$ cat src/rtl/pipe_pkg.sv
// Shared pipeline definitions: ALU opcodes, multiply/divide FSM states and datapath width.
package pipe_pkg;

    localparam int XLEN = 32;

    typedef enum logic [4:0] {
        OP_ADD   = 5'd0,
        OP_ADDU  = 5'd1,
        OP_SUB   = 5'd2,
        OP_SUBU  = 5'd3,
        OP_AND   = 5'd4,
        OP_OR    = 5'd5,
        OP_XOR   = 5'd6,
        OP_NOR   = 5'd7,
        OP_SLT   = 5'd8,
        OP_SLTU  = 5'd9,
        OP_SLL   = 5'd10,
        OP_SRL   = 5'd11,
        OP_SRA   = 5'd12,
        OP_SLLV  = 5'd13,
        OP_SRLV  = 5'd14,
        OP_SRAV  = 5'd15,
        OP_LUI   = 5'd16,
        OP_MULT  = 5'd17,
        OP_MULTU = 5'd18,
        OP_DIV   = 5'd19,
        OP_DIVU  = 5'd20,
        OP_MFHI  = 5'd21,
        OP_MFLO  = 5'd22,
        OP_MTHI  = 5'd23,
        OP_MTLO  = 5'd24
    } alu_op_t;

    typedef enum logic {
        MD_IDLE = 1'b0,
        MD_BUSY = 1'b1
    } md_state_t;

    // Any opcode that touches HI/LO or the multiply/divide unit.
    function automatic logic is_hilo_op(alu_op_t op);
        return op inside {OP_MULT, OP_MULTU, OP_DIV, OP_DIVU,
                          OP_MFHI, OP_MFLO, OP_MTHI, OP_MTLO};
    endfunction

    // Opcodes that hand work to the multiply/divide unit and write no GPR.
    function automatic logic is_md_issue(alu_op_t op);
        return op inside {OP_MULT, OP_MULTU, OP_DIV, OP_DIVU, OP_MTHI, OP_MTLO};
    endfunction

endpackage

$ cat src/rtl/ex_stage_if.sv
// ID/EX inputs, EX/MEM outputs and hazard signals of the execute stage.
interface ex_stage_if #(
    parameter int XLEN = pipe_pkg::XLEN
);
    import pipe_pkg::*;

    logic            valid_in;
    logic [XLEN-1:0] pc_in;
    logic [XLEN-1:0] gprA_in;
    logic [XLEN-1:0] gprB_in;
    logic [XLEN-1:0] ext_in;
    logic [4:0]      shamt_in;
    logic [4:0]      rd_in;
    logic [4:0]      rt_in;
    alu_op_t         ALUop_in;
    logic            ALUsrc_in;
    logic            AluShift_in;
    logic            RegDst_in;
    logic            Branch_in;
    logic            nbranch_in;
    logic            Mwrite_in;
    logic            Mread_in;
    logic            RegWrite_in;
    logic            MtoR_in;

    logic            stall;
    logic            do_flush;
    logic [XLEN-1:0] br_target;
    logic [XLEN-1:0] res_out;
    logic [XLEN-1:0] stdata_out;
    logic [4:0]      dst_out;
    logic            Mwrite_out;
    logic            Mread_out;
    logic            RegWrite_out;
    logic            MtoR_out;

    modport master (
        output valid_in, pc_in, gprA_in, gprB_in, ext_in, shamt_in, rd_in, rt_in,
               ALUop_in, ALUsrc_in, AluShift_in, RegDst_in, Branch_in, nbranch_in,
               Mwrite_in, Mread_in, RegWrite_in, MtoR_in,
        input  stall, do_flush, br_target, res_out, stdata_out, dst_out,
               Mwrite_out, Mread_out, RegWrite_out, MtoR_out
    );

    modport slave (
        input  valid_in, pc_in, gprA_in, gprB_in, ext_in, shamt_in, rd_in, rt_in,
               ALUop_in, ALUsrc_in, AluShift_in, RegDst_in, Branch_in, nbranch_in,
               Mwrite_in, Mread_in, RegWrite_in, MtoR_in,
        output stall, do_flush, br_target, res_out, stdata_out, dst_out,
               Mwrite_out, Mread_out, RegWrite_out, MtoR_out
    );

endinterface

$ cat src/rtl/ex_muldiv_unit.sv
// Iterative multiply/divide with HI/LO: one shift-add or restoring-divide bit per cycle.
module ex_muldiv_unit #(
    parameter int XLEN     = pipe_pkg::XLEN,
    parameter int MD_STEPS = 32
) (
    input  logic              clk,
    input  logic              rst_n,
    input  logic              start,
    input  pipe_pkg::alu_op_t op,
    input  logic [XLEN-1:0]   a,
    input  logic [XLEN-1:0]   b,
    output logic              busy,
    output logic [XLEN-1:0]   hi,
    output logic [XLEN-1:0]   lo
);
    import pipe_pkg::*;

    localparam int CW = $clog2(MD_STEPS);

    md_state_t         state;
    logic [CW-1:0]     cnt;
    logic [2*XLEN-1:0] acc;
    logic [2*XLEN-1:0] step_acc;
    logic [XLEN-1:0]   dvsr;
    logic [XLEN-1:0]   dvnd;
    logic [XLEN:0]     trial;
    logic [XLEN:0]     mul_sum;
    logic              is_div;
    logic              neg_q;
    logic              neg_r;
    logic              div0;
    logic              sgn;
    logic [XLEN-1:0]   a_mag;
    logic [XLEN-1:0]   b_mag;

    // Sign correction of the unsigned magnitude result, plus divide-by-zero override.
    function automatic logic [2*XLEN-1:0] md_finish(
        input logic [2*XLEN-1:0] r_acc,
        input logic              f_div,
        input logic              f_negq,
        input logic              f_negr,
        input logic              f_div0,
        input logic [XLEN-1:0]   f_dvnd
    );
        logic [XLEN-1:0] q;
        logic [XLEN-1:0] r;
        if (!f_div)
            return f_negq ? -r_acc : r_acc;
        if (f_div0)
            return {f_dvnd, {XLEN{1'b1}}};
        q = f_negq ? -r_acc[XLEN-1:0] : r_acc[XLEN-1:0];
        r = f_negr ? -r_acc[2*XLEN-1:XLEN] : r_acc[2*XLEN-1:XLEN];
        return {r, q};
    endfunction

    assign sgn   = (op == OP_MULT) || (op == OP_DIV);
    assign a_mag = (sgn && a[XLEN-1]) ? -a : a;
    assign b_mag = (sgn && b[XLEN-1]) ? -b : b;
    assign busy  = (state == MD_BUSY);

    // acc holds {partial product, multiplier} for multiply, {remainder, quotient} for divide.
    always_comb begin
        step_acc = acc;
        trial    = '0;
        mul_sum  = '0;
        if (is_div) begin
            trial = {acc[2*XLEN-1:XLEN], acc[XLEN-1]} - {1'b0, dvsr};
            if (!trial[XLEN])
                step_acc = {trial[XLEN-1:0], acc[XLEN-2:0], 1'b1};
            else
                step_acc = {acc[2*XLEN-2:0], 1'b0};
        end else begin
            mul_sum  = {1'b0, acc[2*XLEN-1:XLEN]} + (acc[0] ? {1'b0, dvsr} : '0);
            step_acc = {mul_sum, acc[XLEN-1:1]};
        end
    end

    always_ff @(posedge clk or negedge rst_n) begin
        if (!rst_n) begin
            state  <= MD_IDLE;
            cnt    <= '0;
            acc    <= '0;
            dvsr   <= '0;
            dvnd   <= '0;
            is_div <= 1'b0;
            neg_q  <= 1'b0;
            neg_r  <= 1'b0;
            div0   <= 1'b0;
            hi     <= '0;
            lo     <= '0;
        end else begin
            case (state)
                MD_IDLE: begin
                    if (start) begin
                        case (op)
                            OP_MTHI: hi <= a;
                            OP_MTLO: lo <= a;
                            OP_MULT, OP_MULTU, OP_DIV, OP_DIVU: begin
                                state  <= MD_BUSY;
                                cnt    <= '0;
                                is_div <= (op == OP_DIV) || (op == OP_DIVU);
                                neg_q  <= sgn && (a[XLEN-1] ^ b[XLEN-1]);
                                neg_r  <= sgn && a[XLEN-1];
                                div0   <= (b == '0);
                                dvnd   <= a;
                                if ((op == OP_DIV) || (op == OP_DIVU)) begin
                                    dvsr <= b_mag;
                                    acc  <= {{XLEN{1'b0}}, a_mag};
                                end else begin
                                    dvsr <= a_mag;
                                    acc  <= {{XLEN{1'b0}}, b_mag};
                                end
                            end
                            default: ;
                        endcase
                    end
                end
                MD_BUSY: begin
                    acc <= step_acc;
                    cnt <= cnt + 1'b1;
                    if (cnt == CW'(MD_STEPS - 1)) begin
                        {hi, lo} <= md_finish(step_acc, is_div, neg_q, neg_r, div0, dvnd);
                        state    <= MD_IDLE;
                    end
                end
                default: state <= MD_IDLE;
            endcase
        end
    end

endmodule

$ cat src/rtl/ex_stage.sv
// Execute stage: ALU, branch resolution and EX/MEM register; HI/LO unit built when
// EX_MULDIV_EN is defined, otherwise HI/LO opcodes become bubbles and stall is 0.
module ex_stage #(
    parameter int XLEN     = pipe_pkg::XLEN,
    parameter int MD_STEPS = 32
) (
    input logic       clk,
    input logic       rst_n,
    ex_stage_if.slave bus
);
    import pipe_pkg::*;

    localparam int SHW = $clog2(XLEN);

    alu_op_t                op;
    logic [XLEN-1:0]        opa;
    logic [XLEN-1:0]        opb;
    logic signed [XLEN-1:0] sa;
    logic signed [XLEN-1:0] sb;
    logic [SHW-1:0]         amt;
    logic [XLEN-1:0]        alu_res;
    logic [XLEN-1:0]        hi;
    logic [XLEN-1:0]        lo;
    logic                   stall;
    logic                   issue;
    logic                   load;
    logic                   writes_reg;

    logic [XLEN-1:0]        res_p1;
    logic [XLEN-1:0]        st_p1;
    logic [4:0]             dst_p1;
    logic                   mw_p1;
    logic                   mr_p1;
    logic                   rw_p1;
    logic                   mt_p1;

    assign op  = bus.ALUop_in;
    assign opa = bus.AluShift_in ? {{(XLEN-5){1'b0}}, bus.shamt_in} : bus.gprA_in;
    assign opb = bus.ALUsrc_in ? bus.ext_in : bus.gprB_in;
    assign sa  = opa;
    assign sb  = opb;
    assign amt = opa[SHW-1:0];

`ifdef EX_MULDIV_EN
    logic md_busy;
    logic md_start;

    assign stall    = bus.valid_in & md_busy & is_hilo_op(op);
    assign md_start = issue & is_md_issue(op);
    assign load     = issue;

    ex_muldiv_unit #(
        .XLEN     (XLEN),
        .MD_STEPS (MD_STEPS)
    ) u_muldiv (
        .clk   (clk),
        .rst_n (rst_n),
        .start (md_start),
        .op    (op),
        .a     (bus.gprA_in),
        .b     (bus.gprB_in),
        .busy  (md_busy),
        .hi    (hi),
        .lo    (lo)
    );
`else
    assign stall = 1'b0;
    assign hi    = '0;
    assign lo    = '0;
    assign load  = issue & ~is_hilo_op(op);
`endif

    assign issue         = bus.valid_in & ~stall;
    assign bus.stall     = stall;
    assign bus.do_flush  = issue & ((bus.Branch_in & (opa == opb)) |
                                    (bus.nbranch_in & (opa != opb)));
    assign bus.br_target = bus.pc_in + (bus.ext_in << 2);
    assign writes_reg    = bus.RegWrite_in & ~bus.Branch_in & ~bus.nbranch_in & ~is_md_issue(op);

    always_comb begin
        alu_res = '0;
        case (op)
            OP_ADD, OP_ADDU:  alu_res = opa + opb;
            OP_SUB, OP_SUBU:  alu_res = opa - opb;
            OP_AND:           alu_res = opa & opb;
            OP_OR:            alu_res = opa | opb;
            OP_XOR:           alu_res = opa ^ opb;
            OP_NOR:           alu_res = ~(opa | opb);
            OP_SLT:           alu_res = {{(XLEN-1){1'b0}}, (sa < sb)};
            OP_SLTU:          alu_res = {{(XLEN-1){1'b0}}, (opa < opb)};
            OP_SLL, OP_SLLV:  alu_res = opb << amt;
            OP_SRL, OP_SRLV:  alu_res = opb >> amt;
            OP_SRA, OP_SRAV:  alu_res = sb >>> amt;
            OP_LUI:           alu_res = bus.ext_in << 16;
            OP_MFHI:          alu_res = hi;
            OP_MFLO:          alu_res = lo;
            default:          alu_res = '0;
        endcase
    end

    // EX/MEM boundary: a bubble or stalled cycle loads all zeros.
    always_ff @(posedge clk or negedge rst_n) begin
        if (!rst_n) begin
            res_p1 <= '0;
            st_p1  <= '0;
            dst_p1 <= '0;
            mw_p1  <= 1'b0;
            mr_p1  <= 1'b0;
            rw_p1  <= 1'b0;
            mt_p1  <= 1'b0;
        end else if (load) begin
            res_p1 <= alu_res;
            st_p1  <= bus.gprB_in;
            dst_p1 <= bus.RegDst_in ? bus.rd_in : bus.rt_in;
            mw_p1  <= bus.Mwrite_in;
            mr_p1  <= bus.Mread_in;
            rw_p1  <= writes_reg;
            mt_p1  <= bus.MtoR_in;
        end else begin
            res_p1 <= '0;
            st_p1  <= '0;
            dst_p1 <= '0;
            mw_p1  <= 1'b0;
            mr_p1  <= 1'b0;
            rw_p1  <= 1'b0;
            mt_p1  <= 1'b0;
        end
    end

    assign bus.res_out      = res_p1;
    assign bus.stdata_out   = st_p1;
    assign bus.dst_out      = dst_p1;
    assign bus.Mwrite_out   = mw_p1;
    assign bus.Mread_out    = mr_p1;
    assign bus.RegWrite_out = rw_p1;
    assign bus.MtoR_out     = mt_p1;

endmodule

$ cat src/flat_wrapper.sv
// flat-port wrapper written by rule: the top's interface ports become plain ports
module ex_stage_flat import pipe_pkg::*;
#(
    parameter int XLEN     = pipe_pkg::XLEN,
    parameter int MD_STEPS = 32
)
  (clk, rst_n, bus_valid_in, bus_pc_in, bus_gprA_in, bus_gprB_in, bus_ext_in, bus_shamt_in, bus_rd_in, bus_rt_in, bus_ALUop_in, bus_ALUsrc_in, bus_AluShift_in, bus_RegDst_in, bus_Branch_in, bus_nbranch_in, bus_Mwrite_in, bus_Mread_in, bus_RegWrite_in, bus_MtoR_in, bus_stall, bus_do_flush, bus_br_target, bus_res_out, bus_stdata_out, bus_dst_out, bus_Mwrite_out, bus_Mread_out, bus_RegWrite_out, bus_MtoR_out);
  ex_stage_if #(.XLEN(XLEN)) bus_i ();
  input logic clk;
  input logic rst_n;
  input wire logic [$bits(bus_i.valid_in)-1:0] bus_valid_in;
  input wire logic [$bits(bus_i.pc_in)-1:0] bus_pc_in;
  input wire logic [$bits(bus_i.gprA_in)-1:0] bus_gprA_in;
  input wire logic [$bits(bus_i.gprB_in)-1:0] bus_gprB_in;
  input wire logic [$bits(bus_i.ext_in)-1:0] bus_ext_in;
  input wire logic [$bits(bus_i.shamt_in)-1:0] bus_shamt_in;
  input wire logic [$bits(bus_i.rd_in)-1:0] bus_rd_in;
  input wire logic [$bits(bus_i.rt_in)-1:0] bus_rt_in;
  input wire logic [$bits(bus_i.ALUop_in)-1:0] bus_ALUop_in;
  input wire logic [$bits(bus_i.ALUsrc_in)-1:0] bus_ALUsrc_in;
  input wire logic [$bits(bus_i.AluShift_in)-1:0] bus_AluShift_in;
  input wire logic [$bits(bus_i.RegDst_in)-1:0] bus_RegDst_in;
  input wire logic [$bits(bus_i.Branch_in)-1:0] bus_Branch_in;
  input wire logic [$bits(bus_i.nbranch_in)-1:0] bus_nbranch_in;
  input wire logic [$bits(bus_i.Mwrite_in)-1:0] bus_Mwrite_in;
  input wire logic [$bits(bus_i.Mread_in)-1:0] bus_Mread_in;
  input wire logic [$bits(bus_i.RegWrite_in)-1:0] bus_RegWrite_in;
  input wire logic [$bits(bus_i.MtoR_in)-1:0] bus_MtoR_in;
  output wire logic [$bits(bus_i.stall)-1:0] bus_stall;
  output wire logic [$bits(bus_i.do_flush)-1:0] bus_do_flush;
  output wire logic [$bits(bus_i.br_target)-1:0] bus_br_target;
  output wire logic [$bits(bus_i.res_out)-1:0] bus_res_out;
  output wire logic [$bits(bus_i.stdata_out)-1:0] bus_stdata_out;
  output wire logic [$bits(bus_i.dst_out)-1:0] bus_dst_out;
  output wire logic [$bits(bus_i.Mwrite_out)-1:0] bus_Mwrite_out;
  output wire logic [$bits(bus_i.Mread_out)-1:0] bus_Mread_out;
  output wire logic [$bits(bus_i.RegWrite_out)-1:0] bus_RegWrite_out;
  output wire logic [$bits(bus_i.MtoR_out)-1:0] bus_MtoR_out;
  assign bus_i.valid_in = bus_valid_in;
  assign bus_i.pc_in = bus_pc_in;
  assign bus_i.gprA_in = bus_gprA_in;
  assign bus_i.gprB_in = bus_gprB_in;
  assign bus_i.ext_in = bus_ext_in;
  assign bus_i.shamt_in = bus_shamt_in;
  assign bus_i.rd_in = bus_rd_in;
  assign bus_i.rt_in = bus_rt_in;
  assign bus_i.ALUop_in = bus_ALUop_in;
  assign bus_i.ALUsrc_in = bus_ALUsrc_in;
  assign bus_i.AluShift_in = bus_AluShift_in;
  assign bus_i.RegDst_in = bus_RegDst_in;
  assign bus_i.Branch_in = bus_Branch_in;
  assign bus_i.nbranch_in = bus_nbranch_in;
  assign bus_i.Mwrite_in = bus_Mwrite_in;
  assign bus_i.Mread_in = bus_Mread_in;
  assign bus_i.RegWrite_in = bus_RegWrite_in;
  assign bus_i.MtoR_in = bus_MtoR_in;
  assign bus_stall = bus_i.stall;
  assign bus_do_flush = bus_i.do_flush;
  assign bus_br_target = bus_i.br_target;
  assign bus_res_out = bus_i.res_out;
  assign bus_stdata_out = bus_i.stdata_out;
  assign bus_dst_out = bus_i.dst_out;
  assign bus_Mwrite_out = bus_i.Mwrite_out;
  assign bus_Mread_out = bus_i.Mread_out;
  assign bus_RegWrite_out = bus_i.RegWrite_out;
  assign bus_MtoR_out = bus_i.MtoR_out;
  ex_stage #(.XLEN(XLEN), .MD_STEPS(MD_STEPS)) u_core (.clk(clk), .rst_n(rst_n), .bus(bus_i));
endmodule
$ cat config.mk
export PLATFORM = sky130hd
export DESIGN_NAME = ex_stage_flat
export DESIGN_NICKNAME = d
export VERILOG_FILES = /design/src/rtl/pipe_pkg.sv /design/src/rtl/ex_stage_if.sv /design/src/rtl/ex_muldiv_unit.sv /design/src/rtl/ex_stage.sv /design/src/flat_wrapper.sv
export SDC_FILE = /design/constraint.sdc
export NUM_CORES = 1
export LEC_CHECK = 0
export ABC_CLOCK_PERIOD_IN_PS = 3400
export CORE_MARGIN = 2
export CORE_UTILIZATION = 39
export DETAILED_ROUTE_END_ITERATION = 7
export PLACE_DENSITY_LB_ADDON = 0.25
export SLEW_MARGIN = 20
export SYNTH_ARGS = -nofsm -noshare
export SYNTH_HDL_FRONTEND = slang
export SYNTH_SLANG_ARGS = --single-unit
$ cat constraint.sdc
create_clock -name clk -period 3.4 [get_ports clk]
set_clock_uncertainty 0.15 [all_clocks]
set_input_delay 0.34 -clock clk [delete_from_list [all_inputs] [get_ports clk]]
set_output_delay 0.34 -clock clk [all_outputs]
set_load 0.02 [all_outputs]
==> metrics <==
Max-cap violations 0; largest net degree at the start of global routing 68; CTS sink cnt 73; crit path kind input port to flop; Die Y 188.7 µm; Multi-input gate area 11,760 µm²; fin crit period 3.637 ns; Syn Area/Cell 6.817 µm²; top-area cell type share of the netlist area 0.1374; share of post-route cells with drive strength above 1 0.3000; Tightest Hold Check Type input port to flop; FILL cells 3,023; P_leak 10.07 nW; register area 1827 µm²; DIE AREA 35,590 µm²; routed len/inst 23.70 µm; # setup viols final 12; floorplan row count 67; top post-synthesis cells by area dfrtp_1 (14%), ha_1 (12%), mux2i_1 (8.7%); nets@finish 2,933; worst vdd ir 0.2499 mV; CTS clk-pin slew, worst paths 0.07 ns; slew of the pin with the lowest slew margin 0.8511 ns; DRT Pass-1 Iters 6; Crit. End Element flop; Post-Place Cells 3,042; GPL Wtd Cong 1.018; Final Hold Fails 0; Synth area leader dfrtp_1; syn nets 2,246; dpl ws -1.201 ns; vias in the first global route 17,468; Slowest-stage cell, CP a2111o_1; post-route setup slack -0.2366 ns; Die Span X 188.7 µm; vias post-DR 18,247; CP Data Arrival Time 3.73 ns; CP bufs+invs 3; Via density 5.901; PortBufs 261; Final ANT Viol Nets 0; HPWL after DPL 57,830 µm; crit-path cells buf_12, buf_8, mux2i_4, buf_4, ha_1, a211oi_2, o21ai_2, a211o_1, a311o_2, a2111o_1, a311oi_2, o21ai_1, nand2b_4, a21oi_1, o32ai_4; Distinct cells, synth 80; violated checks setup timing; Pint 3.351 mW; first-pass GRT wire length 106,300 µm; part of the cycle the worst path needs 1.070; Max FO, Critical Path 3; initial antenna violation count 2; Worst EP required 3.49 ns; CTS tree done; CP startpoint kind input port; RSZ-0062 raised after global routing yes; DRC viols 0; total grt overflow 0; mapped cell area 13,300 µm²; clock power share 0.175; Top FF cell, synth dfrtp_1; Syn Inst Count 1,951; Critical Path Max Stage Delay 0.50 ns; CORE AREA 33,530 µm²; Initial Utilization 0.3966; combinational share of power 0.673; Sw Share 0.4509; Synth Register Bits 73; routed wire length 73,290 µm; final slew viol count 0; Synth async-reset ratio 1.000; area growth from synthesis to layout 63.68%; clk buf depth 2; Clk Tree Root Cell clkbuf_16; sequential share of power 0.152; status finished with violations; TritonCTS Buffers 9; # IOs 267; sequential area share after synthesis 0.1374; Iteration-0 DRC Markers 1,611; Pwr Density 280.3 nW/µm²; Post-Layout Cell Count 3,092; relative slew slack 0.4326; Top delay family on crit path compound AO/OA/AOI/OAI gates; Yosys warnings 0; switching power total 2.752 mW; overall routing resource usage 0.3940; H-Tree Depth 3; fmax 275.0 MHz; Post-synth EDFFs 0
[state kept, by name (all words and copies together), names as in the netlist]
register,flops
u_core.bus.Mwrite_out,1
u_core.bus.dst_out,5
u_core.bus.Mread_out,1
u_core.bus.res_out,32
u_core.bus.RegWrite_out,1
u_core.bus.MtoR_out,1
u_core.bus.stdata_out,32
[power by group through the flow]
stage                     Sequential [mW]  Clock, mW  Combinational (mW)
after CTS                           0.926       1.08                3.86
after global placement              0.941          0                3.66
after global routing                0.928       1.11                4.35
final                               0.925       1.07                4.11
after floorplan                      1.00          0                1.78
after detailed placement            0.943          0                3.69
[layout by cell type, fill, tap and decap left out, types with 9 or more instances in the layout]
cell,n
buf_4,529
o21ai_2,10
a21oi_1,174
nor2_1,195
o22ai_1,21
and3_1,43
buf_6,23
nand2b_1,20
xor2_1,12
ha_4,30
dlygate4sd2_1,31
inv_1,96
a31oi_1,31
mux2i_1,100
nand3_1,44
a211oi_1,34
o21ai_1,41
ha_1,96
buf_2,9
a22oi_1,17
clkdlybuf4s50_1,182
nor3_1,32
a21oi_2,11
dlymetal6s2s_1,10
mux2i_4,12
clkbuf_16,10
inv_2,12
dfrtp_1,73
o21bai_1,12
o21a_1,18
o211ai_1,37
o21ai_0,142
xnor2_1,34
nor2b_1,27
a21o_1,19
and2_1,13
nand2_1,204
[area by class of cell]
cell class / count / share of cell area
Antenna cell: 1 / 0.0001150
Clock buffer: 9 / 0.01035
Inverter: 109 / 0.01891
Multi-Input combinational cell: 1629 / 0.5402
Clock inverter: 7 / 0.003679
Timing Repair Buffer: 816 / 0.3171
Tap cell: 448 / 0.02575
Sequential cell: 73 / 0.08392
[cell usage after synthesis (all sizes together), types with 7 or more instances]
library cell and n:
a21oi 192, and3 44, nand2b 21, nor2 199
clkbuf 90, inv 109, nor4 7, a22oi 18
mux2i 116, nor2b 36, o21a 18, nand2 209
ha 132, o22ai 21, o31ai 10, xnor2 36
o21ai 198, buf 50, a21o 21, a221oi 8
nand3 47, o211ai 37, and2 13, nor3 40
a211oi 43, xor2 12, o21bai 13, a31oi 33
dfrtp 73
[timing repair]
item                                   CTS  global route
endpoints found under the hold margin   52             0
cloned                                   0             1
resized for setup                      280           154
setup endpoints to repair               47            36
hold buffers                             1             0
setup buffers                           21            12
pin swaps                               67            77
[per-stage QoR]
| stage | hold WS (ns) | instance area, µm² | util | power (mW) | setup TNS, ns |
|---|---|---|---|---|---|
| 4_1_cts | 0.1670 | 21110 | 0.6296 | 5.863 | -1.884 |
| 3_3_place_gp | 0.3194 | 19950 | 0.5951 | 4.605 | -34.47 |
| 3_5_place_dp | 0.3222 | 19950 | 0.5951 | 4.634 | -36.78 |
| 6_report | 0.08898 | 21770 | 0.6492 | 6.103 | -1.368 |
| 5_1_grt | 0.1077 | 21770 | 0.6491 | 6.382 | -3.305 |
| 2_1_floorplan | -0.1056 | 13390 | - | 2.784 | -9.208 |
[path summary, 6_finish.rpt]
kind	end	depth (start not counted)	start	slack (ns)
setup / recovery	u_core.bus.res_out[27]	15	bus_ALUsrc_in	-0.24
hold / removal	u_core.bus.stdata_out[9]	2	bus_gprB_in[9]	0.09
max in group asynchronous	u_core.bus.res_out[3]	3	rst_n	1.92
min in group asynchronous	u_core.bus.res_out[31]	2	rst_n	0.44
[layer usage]
| layer | GRT usage | vias up | wire (µm) |
|---|---|---|---|
| li1 | - | 8397 | - |
| met1 | 0.4831 | 8713 | 28810 |
| met2 | 0.6585 | 909 | 34180 |
| met3 | 0.05942 | 228 | 5598 |
| met4 | 0.2236 | 0 | 4704 |
| met5 | 0 | - | 0 |
[logic make-up (layout without fill, tap and decap cells)]
group	Yosys count	after routing	synth area share
fa+ha+maj	135	135	0.1287
xor+xnor	48	48	0.03161
buf+inv	249	941	0.07367
compound gates	686	686	0.3201
simple gates	639	639	0.2167
mux	120	120	0.09164
flops	73	73	0.1374
other cells	1	2	0.0002820
No activity file was read; power rests on OpenSTA's default activity.
==> RTL change (same flow settings) <==
Make the reset (`rst_n`) synchronous in one clocked block.
--- a/src/rtl/ex_stage.sv
+++ b/src/rtl/ex_stage.sv
@@ -99,7 +99,7 @@
     end
 
     // EX/MEM boundary: a bubble or stalled cycle loads all zeros.
-    always_ff @(posedge clk or negedge rst_n) begin
+    always_ff @(posedge clk) begin
         if (!rst_n) begin
             res_p1 <= '0;
             st_p1  <= '0;
Formal check against the unedited RTL: differs if rst_n is asserted again (counterexample within 4 cycles, from zero or initial values and one cycle with rst_n low); with rst_n held inactive, the same outputs for 4 cycles.
==> RTL change against the original RTL <==
Non-clock buffer count is 44 higher. Total power is 1.4% lower. Cell count is 1.4% lower. Sequential power is 3.6% lower. Sequential cell count stayed put. Hold slack worse by 0.028 ns. Setup slack better by 0.27 ns. Area after synthesis is 2.5% lower. Wire length is 2.2% higher. Cell area is 0.15% lower. Via count is 1.4% lower.
==> RTL change: results (changes against the original RTL) <==
| Metric | Value |
|---|---|
| Worst slack at placement | `-0.858 ns (+0.344 ns)` |
| Status | `finished, final reports clean` |
| Max-slew headroom | `0.513 (+0.0801)` |
| Final nets | `2889 (-1.5%)` |
| Post-DP HPWL | `60.0 mm (+3.8%)` |
| Most frequent cells after synthesis | `nand2_1, a21oi_1, nor2_1` |
| Synth cell types | `90 (+13%)` |
| Post-synthesis async set-or-reset flop share | `0 (-1.00)` |
| Hold Crit Start | `bus_gprB_in[14]` |
| Largest net degree at the start of global routing | `73 (+7.4%)` |
| Vias in the first global route | `17392 (-0.44%)` |
| IR Drop Worst-Case VDD | `0.263 mV (+5.3%)` |
| Top post-synthesis cells by area | `ha_1, dfxtp_1, mux2i_1` |
| Post-DP Area | `20000 µm² (about the same)` |
| Placer Congestion | `1.05 (+3.6%)` |
| Initial antenna violation count | `3 (+1)` |
| Drt wl/cell | `24.6 µm (+3.6%)` |
| Switching power | `0.00273 W (-0.72%)` |
| Sequential area share after synthesis | `0.113 (-0.0246)` |
| GR Util All Layers | `0.412 (+0.0179)` |
| Top_reg_cell synth | `dfxtp_1` |
| Leakage power | `9.93 nW (-1.4%)` |
| Vias per cell | `5.90 (about the same)` |
| DRT iter0 DRCs | `1944 (+21%)` |
| Critical path's slowest cell | `a311o_1` |
==> RTL change: changes by cell type after synthesis, moves of 30 or more <==
| cell | unedited run | this run |
|---|---|---|
| and3_1 | 44 | 14 |
| dfxtp_1 | 0 | 73 |
| nor2_1 | 199 | 162 |
| and2_1 | 12 | 45 |
| o21ai_0 | 163 | 86 |
| xnor2_1 | 36 | 70 |
| dfrtp_1 | 73 | 0 |
==> RTL change: worst paths after layout <==
check  cells after the start                   endpoint  slack (ns)
max                       18     u_core.bus.res_out[22]        0.03
min                        2  u_core.bus.stdata_out[14]        0.06
==> RTL change: final cells by class <==
cell class | count | area, µm² | share of cell area
tap | 442 | 553 | 0.0254
timing repair buffer | 860 | 7300 | 0.336
inverter | 111 | 420 | 0.0193
clock buffer | 10 | 229 | 0.0105
sequential | 73 | 1460 | 0.0672
clock inverter | 6 | 35.0 | 0.00161
antenna | 2 | 5.00 | 0.000230
multi-input combinational | 1544 | 11700 | 0.540
==> RTL change: metrics by stage <==
step	utilization	instances	power [W]	TNS [ns]
2_1_floorplan	-	1857	0.00280	-0.311
3_3_place_gp	0.612	2986	0.00466	-27.21
3_5_place_dp	0.612	2986	0.00466	-27.68
4_1_cts	0.635	3016	0.00572	-0.239
5_1_grt	0.666	3047	0.00627	-0.342
6_report	0.666	3048	0.00601	0
==> RTL change: cells by family (layout without fill, tap and decap cells) <==
family | count (synthesis) | in the layout | synth area share
compound gates | 609 | 609 | 0.302
xor+xnor | 84 | 84 | 0.0568
fa+ha+maj | 130 | 130 | 0.127
buf+inv | 240 | 987 | 0.0777
flops | 73 | 73 | 0.113
mux | 133 | 133 | 0.109
other cells | 1 | 3 | 0.000289
simple gates | 587 | 587 | 0.215
==> RTL change: power groups by stage <==
stage | registers (W) | clock network [W] | logic (W)
floorplan | 0.000946 | 0 | 0.00186
global placement | 0.000911 | 0 | 0.00375
detailed placement | 0.000911 | 0 | 0.00375
CTS | 0.000891 | 0.000986 | 0.00384
global route | 0.000894 | 0.00102 | 0.00436
finish | 0.000892 | 0.000972 | 0.00415
==> RTL change: timing repair <==
action	4_1_cts	5_1_grt
gates resized for setup	180	219
buffers inserted	14	32
pin swaps	37	92
setup endpoints to repair	48	38
==> RTL change: metal layers <==
layer,vias to the layer above,track usage,part of all wire
met5,-,0,0.00037
met4,4,0.302,0.089
met3,301,0.0897,0.093
met2,1141,0.668,0.44
met1,8354,0.479,0.37
li1,8191,-,-
